--- config.mk ---
export PLATFORM = sky130hd
export DESIGN_NAME = inventory_bank_fsm
export DESIGN_NICKNAME = d
export VERILOG_FILES = /design/src/rtl/inventory_bank_fsm.sv
export SDC_FILE = /design/constraint.sdc
export NUM_CORES = 1
export LEC_CHECK = 0
export CORE_ASPECT_RATIO = 0.7
export CORE_MARGIN = 1.5
export CORE_UTILIZATION = 45
export DETAILED_ROUTE_END_ITERATION = 12
export PLACE_DENSITY = 0.87
export SYNTH_ARGS = -nofsm -noshare
export SYNTH_HDL_FRONTEND = slang
export SYNTH_SLANG_ARGS = --single-unit
--- constraint.sdc ---
create_clock -name clk1 -period 3.5 [get_ports clk1]
set_input_delay 1.05 -clock clk1 [delete_from_list [all_inputs] [get_ports clk1]]
set_output_delay 1.05 -clock clk1 [all_outputs]
set_load 0.03 [all_outputs]
--- src/rtl/inventory_bank_fsm.sv ---
// ----------------------------------------------------------------------------
// inventory_bank_fsm
//   Multi-channel stock tracker for the vending datapath. Each product channel
//   holds a saturating unit counter. Dispense requests go through a
//   req/ack/nack handshake FSM. Channels can be restocked one unit at a time
//   or all reloaded to CAPACITY at once. Per-channel status flags are decoded
//   from the registered counts.
//
// Ports
//   clk1         in   system clock, rising edge
//   reset1       in   asynchronous, active-high reset
//   disp_req     in   dispense request, held high until ack/nack is seen
//   disp_sel     in   requested channel, sampled in IDLE together with disp_req
//   disp_ack     out  1-cycle pulse: one unit dispensed
//   disp_nack    out  1-cycle pulse: request refused (empty or invalid channel)
//   busy         out  handshake in progress (FSM not in IDLE)
//   restock_inc  in   per-channel +1 strobe, saturates at CAPACITY
//   restock_all  in   reload every channel with CAPACITY
//   stock_count  out  packed counts, channel i at [i*CNT_W +: CNT_W]
//   not_empty    out  per-channel: stock remains
//   low_stock    out  per-channel: 0 < count <= LOW_THRESH
//   all_empty    out  every channel at 0
// ----------------------------------------------------------------------------
module inventory_bank_fsm #(
  parameter  int NUM_ITEMS  = 4,
  parameter  int CAPACITY   = 3,
  parameter  int LOW_THRESH = 1,
  localparam int CNT_W      = $clog2(CAPACITY + 1),
  localparam int SEL_W      = (NUM_ITEMS > 1) ? $clog2(NUM_ITEMS) : 1
) (
  input  logic                       clk1,
  input  logic                       reset1,
  input  logic                       disp_req,
  input  logic [SEL_W-1:0]           disp_sel,
  output logic                       disp_ack,
  output logic                       disp_nack,
  output logic                       busy,
  input  logic [NUM_ITEMS-1:0]       restock_inc,
  input  logic                       restock_all,
  output logic [NUM_ITEMS*CNT_W-1:0] stock_count,
  output logic [NUM_ITEMS-1:0]       not_empty,
  output logic [NUM_ITEMS-1:0]       low_stock,
  output logic                       all_empty
);

  typedef enum logic [1:0] {
    IDLE,
    GRANT,
    DENY,
    WAIT_REL
  } state_e;

  localparam logic [CNT_W-1:0] CAP_C = CNT_W'(CAPACITY);
  localparam logic [CNT_W-1:0] LOW_C = CNT_W'(LOW_THRESH);
  localparam logic [CNT_W-1:0] ONE_C = CNT_W'(1);

  state_e               state_q, state_d;
  logic [CNT_W-1:0]     cnt_q [NUM_ITEMS];
  logic [CNT_W-1:0]     cnt_d [NUM_ITEMS];
  logic [NUM_ITEMS-1:0] hit;   // selected channel has stock
  logic [NUM_ITEMS-1:0] dec;   // channel decremented by a grant this edge

  // Handshake FSM: next state and grant decode.
  // NOTE: every signal assigned in an always_comb gets a default at the top,
  // so no path through the block leaves it unassigned and infers a latch.
  always_comb begin
    state_d = state_q;
    dec     = '0;
    hit     = '0;
    for (int i = 0; i < NUM_ITEMS; i++) begin
      // An out-of-range select matches no channel, so it falls through to DENY.
      hit[i] = (int'(disp_sel) == i) && (cnt_q[i] != '0);
    end
    unique case (state_q)
      IDLE: begin
        // restock_all holds the request in IDLE; it is re-evaluated next cycle
        // against the reloaded counts.
        if (disp_req && !restock_all) begin
          if (|hit) begin
            state_d = GRANT;
            dec     = hit;
          end else begin
            state_d = DENY;
          end
        end
      end
      GRANT:    state_d = WAIT_REL;
      DENY:     state_d = WAIT_REL;
      WAIT_REL: if (!disp_req) state_d = IDLE;
      default:  state_d = IDLE;
    endcase
  end

  // Per-channel counter update: reload > (dec with inc) > dec > inc.
  always_comb begin
    for (int i = 0; i < NUM_ITEMS; i++) begin
      cnt_d[i] = cnt_q[i];
      if (restock_all) begin
        cnt_d[i] = CAP_C;
      end else if (dec[i] && restock_inc[i]) begin
        cnt_d[i] = cnt_q[i];
      end else if (dec[i]) begin
        cnt_d[i] = cnt_q[i] - ONE_C;
      end else if (restock_inc[i] && (cnt_q[i] < CAP_C)) begin
        cnt_d[i] = cnt_q[i] + ONE_C;
      end
    end
  end

  // NOTE: sequential state uses non-blocking assignments so every register
  // samples its pre-edge inputs, independent of statement order.
  always_ff @(posedge clk1 or posedge reset1) begin
    if (reset1) begin
      state_q <= IDLE;
      // NOTE: the count array is real state whose reset value is visible on
      // the outputs (full stock), so every entry is reset, not left as a RAM.
      for (int i = 0; i < NUM_ITEMS; i++) begin
        cnt_q[i] <= CAP_C;
      end
    end else begin
      state_q <= state_d;
      for (int i = 0; i < NUM_ITEMS; i++) begin
        cnt_q[i] <= cnt_d[i];
      end
    end
  end

  // Moore handshake outputs.
  assign disp_ack  = (state_q == GRANT);
  assign disp_nack = (state_q == DENY);
  assign busy      = (state_q != IDLE);

  // Status flags decoded from the registered counts.
  always_comb begin
    stock_count = '0;
    not_empty   = '0;
    low_stock   = '0;
    for (int i = 0; i < NUM_ITEMS; i++) begin
      stock_count[i*CNT_W +: CNT_W] = cnt_q[i];
      not_empty[i]                  = (cnt_q[i] != '0);
      low_stock[i]                  = (cnt_q[i] != '0) && (cnt_q[i] <= LOW_C);
    end
  end

  assign all_empty = ~|not_empty;

endmodule

; After elaboration in Yosys (flattened, before gate mapping)
; Index checks and enable logic that the tools add are counted.
[classes]
n_addsub = 8
order_cmp = 8
n_eq_ne = 12
n_mux = 23
reduce_logical = 38
[ops]
columns = cell, n
row1 = two-way mux 2 bit, 19
row2 = logical AND 1 bit, 17
row3 = two-way mux 4 bit, 3
row4 = inequality test 2 bit (second input constant), 6
row5 = nonzero test 3 bit, 4
row6 = AND reduction 2 bit, 5
row7 = nonzero test 2 bit, 5
row8 = adder 2 x 1 -> 2 bit (second input constant), 4
row9 = == test 2 bit (second input constant), 4
row10 = <= comparator 2 x 1 -> 1 bit (second input constant), 4
row11 = less-than comparator 2 bit (second input constant), 4
row12 = OR reduction 4 bit, 2
row13 = subtractor 2 x 1 -> 2 bit (second input constant), 4
row14 = one-hot mux 2 bit (3 select lines), 1
row15 = == test 2 x 1 -> 1 bit (second input constant), 2
row16 = logical NOT 2 bit, 2
row17 = logical NOT 1 bit, 2
row18 = OR reduction 2 bit, 1
[totals]
ff_bits = 10
inputBits = 10

; Depth between registers and ports, before layout
[depth]
depth_word = 9
ltp_mapped = 7

; Worst setup path after synthesis
; Ideal clock, no wire load.
[synth_path]
kind = reg-to-output
from = register cnt_q (netlist bit stock_count[3])
to = output port all_empty
t_arrival_ns = 1.902
t_required_ns = 2.450
slack_ns = 0.548
stages_incl_launch_ff = 5
path_buffers = 0
path_cell_list = dfstp_2 > inv_1 > ha_1 > inv_1 > nor4_1
[synth_via]
elab_chain_cells = 3
[synth_lines]
columns = item, line_no
row1 = start: declaration, 58  ; logic [CNT_W-1:0] cnt_q [NUM_ITEMS];
row2 = start signal: indexed assignment, 123  ; cnt_q[i] <= cnt_d[i];
row3 = nonzero test 2 bit, 140  ; not_empty[i] = (cnt_q[i] != '0);
row4 = named net not_empty[1], 41  ; output logic [NUM_ITEMS-1:0] not_empty,
row5 = OR reduction 4 bit, 145  ; assign all_empty = ~|not_empty;
row6 = logical NOT 1 bit, 145
row7 = end: declaration, 43  ; output logic all_empty
; The timed path passes the listed nets, and every way through them passes these cells.

; Worst setup path in the final report
[layout_path]
from = register cnt_q (netlist bit stock_count[3])
to = output port all_empty
[layout_via]
elab_chain_cells = 3
[layout_lines]
columns = item, line_no
row1 = nonzero test 2 bit, 140
row2 = OR reduction 4 bit, 145
row3 = logical NOT 1 bit, 145
; Every way passes these cells.

==> results.txt <==
----------------------------------------------------
[Floorplan]
  Cell row count ... 13
  Die outline area ... 2490 sq um
  Starting Density ... 50.3%
  I/O pin total ... 30
  Placeable core area ... 1970 sq um
  Die Span X ... 59.1 um
  Height of the die ... 42.2 um

[Route]
  Total detailed-routing wirelength ... 2450 um
  DR vias ... 913
  Number of search-and-repair iterations in the first detailed-routing pass ... 4
  Routed wire length per instance ... 14.7 um
  DRC viols ... 0
  Drt initial violations ... 36
  Ratio of routed vias to standard cells ... 5.47
  Final antenna-violating net count ... 0

[Worst setup path]
  Data required time at the worst endpoint ... 2.45 ns
  Delay-heaviest family, CP ... buffers and inverters
  Worst EP arrival ... 2.07 ns
  Chain of cells forming the critical path ... inv_1 -> ha_1 -> inv_1 -> nor4_1 -> clkdlybuf4s50_1
  Largest fanout on the critical path ... 5
  Critical Path Sink Type ... primary output
  Worst Setup Start Kind ... flip-flop
  Number of buffers and inverters on the critical path ... 3
  Critical path start-end classification ... flip-flop to primary output
  Max stage delay on crit path ... 0.71 ns
  Cell occurring most often along the worst timing path ... inv_1
  Slowest library cell on the worst path ... clkdlybuf4s50_1

[Clock tree]
  Root buffer cell ... clkbuf_4
  CTS tree ... done
  Reg clk slew, reported paths ... 0.08 ns
  Number of sinks handled by clock tree synthesis ... 10
  TritonCTS buffer count ... 3
  Setup Fix Bufs, Post-CTS ... 0
  CTS H-Tree Depth ... 1
  Hold-fix buffers, CTS ... 0
  Deepest clock path buffer count ... 2
  Clock insertion delay at the later pin of the skew report ... 0.28 ns
  Cts repair resizes ... 0

[GRT]
  Tot GR Track Use ... 22.5%
  Antenna violations before repair ... 0
  Vias in the first global route ... 969
  Global-route wire length before repair ... 4230 um
  Maximum number of pins on one net before global-route repair ... 11
  Grt total ovfl ... 0

[Cells and area]
  Layout overhead on the synthesized area ... 34.3%
  Number of antenna repair diodes ... 0
  Non-filler cells in the finished layout ... 167
  Fraction of final layout cells sized beyond drive strength 1 ... 10.9%
  Total number of nets in the final design ... 166
  Fill cell instance count of the final layout ... 165
  Multi-input logic area ... 654 sq um
  Sequential Area ... 260 sq um

[Placement]
  Final weighted congestion in routability-driven placement ... 0.917
  Instance count after placement with tap cells included ... 164
  Detail Placement HPWL ... 1900 um
  Count of input and output buffers ... 29

[Yosys]
  Sequential-to-total area share from yosys stat ... 26.3%
  Primary FF master, synth ... dfstp_2
  Top-area cell type share of the netlist area ... 21.5%
  Syn Inst Count ... 106
  Synthesized netlist net count ... 133
  Post-synth ARST share ... 100%
  Area of the mapped netlist ... 990 sq um
  Area leader, netlist ... ha_1
  Flip-flop and latch count after synthesis ... 10
  Count of yosys warnings during synthesis ... 0
  Average size of a mapped cell ... 9.34 sq um
  Largest cells by area after synthesis ... ha_1 (21%), dfstp_2 (21%), inv_1 (6.4%)
  Distinct cell type count of the synthesized netlist ... 37
  Count of flip-flops with a built-in enable after synthesis ... 0

[Pwr]
  Power density over the cells ... 644 nW/um^2
  Worst vdd rail ir drop ... 0.327 mV
  Standby leakage power ... 0.000639 uW

[STA]
  Final Critical Period ... 3.12 ns
  Slew at the pin closest to its max-slew limit ... 0.434 ns
  Tightest slew margin relative to the limit ... 71.1%
  Count of final max-slew check failures ... 0
  Unrepaired setup endpoints after global routing ... no
  Clock skew after layout ... 0.00593 ns
  Setup TNS after final layout ... 0 ns
  Fmax ... 0.320 GHz
  Fin crit share ... 89.2%
  Setup Viol. Count Final ... 0
  Hold Violations, Final ... 0

[Run]
  Count of maximum capacitance violations ... 0

[Run status]
  Status ... complete, no violations

[Hold path]
  Class of the tightest hold or removal check ... flip-flop to flip-flop

----------------------------------------------------
[path summary, 6_finish.rpt]
kind / start / depth (start not counted) / to / slack [ns]
worst max-delay path: stock_count[3]$_DFFE_PP1P_ / 5 / all_empty / 0.38
worst min-delay path: state_q[1]$_DFFE_PP0P_ / 1 / state_q[1]$_DFFE_PP0P_ / 0.59
worst max register to register: stock_count[3]$_DFFE_PP1P_ / 6 / state_q[1]$_DFFE_PP0P_ / 1.59
worst min register to register: state_q[1]$_DFFE_PP0P_ / 1 / state_q[1]$_DFFE_PP0P_ / 0.59
max in group asynchronous: reset1 / 2 / stock_count[2]$_DFFE_PP1P_ / 2.10
min in group asynchronous: reset1 / 2 / state_q[1]$_DFFE_PP0P_ / 1.06
[area by class of cell]
class	count	share of cell area, %
clock buffer	3	1.69
inverter	17	4.80
sequential	10	19.6
multi-input combinational	78	49.2
timing repair buffer	29	21.8
tap	30	2.82
[through the flow]
stage	utilization, %	total power [uW]	area [sq um]	hold WS [ns]	setup slack, ns
finish	67.5	856	1330	0.585	0.378
floorplan	-	591	990	0.533	0.548
global placement	66.4	740	1310	0.562	0.740
CTS	67.5	858	1330	0.588	0.369
detailed placement	66.4	765	1310	0.569	0.672
global route	67.5	925	1330	0.606	0.230
[logic make-up after synthesis]
family / Yosys count / synth area share, %
compound gates: 21 / 14.3
mux: 8 / 9.86
fa+ha+maj: 17 / 21.5
flops: 10 / 26.3
buf+inv: 18 / 7.59
simple gates: 32 / 20.5
[layout by cell type, fill, tap and decap left out, drive strengths merged, types with 4 or more instances in the layout]
cell type      synthesis  layout
a21oi                  5       5
clkdlybuf4s50          0      29
dfstp                  8       8
ha                    17      17
inv                   17      17
mux2i                  6       6
nand2                  8       8
nor2b                  5       5
o21ai                  4       4
[Yosys cell counts, types with 2 or more instances]
library cell   n
nor2_1         3
nand2_1        8
nor3_1         3
o211ai_1       2
nor2b_1        5
and3_1         2
ha_1          17
a311oi_1       2
dfrtp_1        2
dfstp_2        8
o21ai_1        3
inv_1         17
nand2b_1       2
a21oi_1        4
mux2i_1        6
[report_power, final]
part	internal (uW)	switching [uW]	leakage, uW
combinational	238	310	0.000517
sequential	173	46.8	0.000108
clock	39.9	47.1	0.0000138
total	451	404	0.000639
[state kept, by name, summed over array words and instances (netlist names)]
| name | flops |
|---|---|
| stock_count | 8 |
| state_q | 2 |
[metal layers]
layer	track usage [%]	vias up	routed length [um]
met5	0	-	0
met4	4.55	0	13
met3	8.64	4	171
met2	38.0	32	1240
met1	27.0	440	1030
li1	-	437	-
Note: power is estimated with default switching activity, not from simulation.
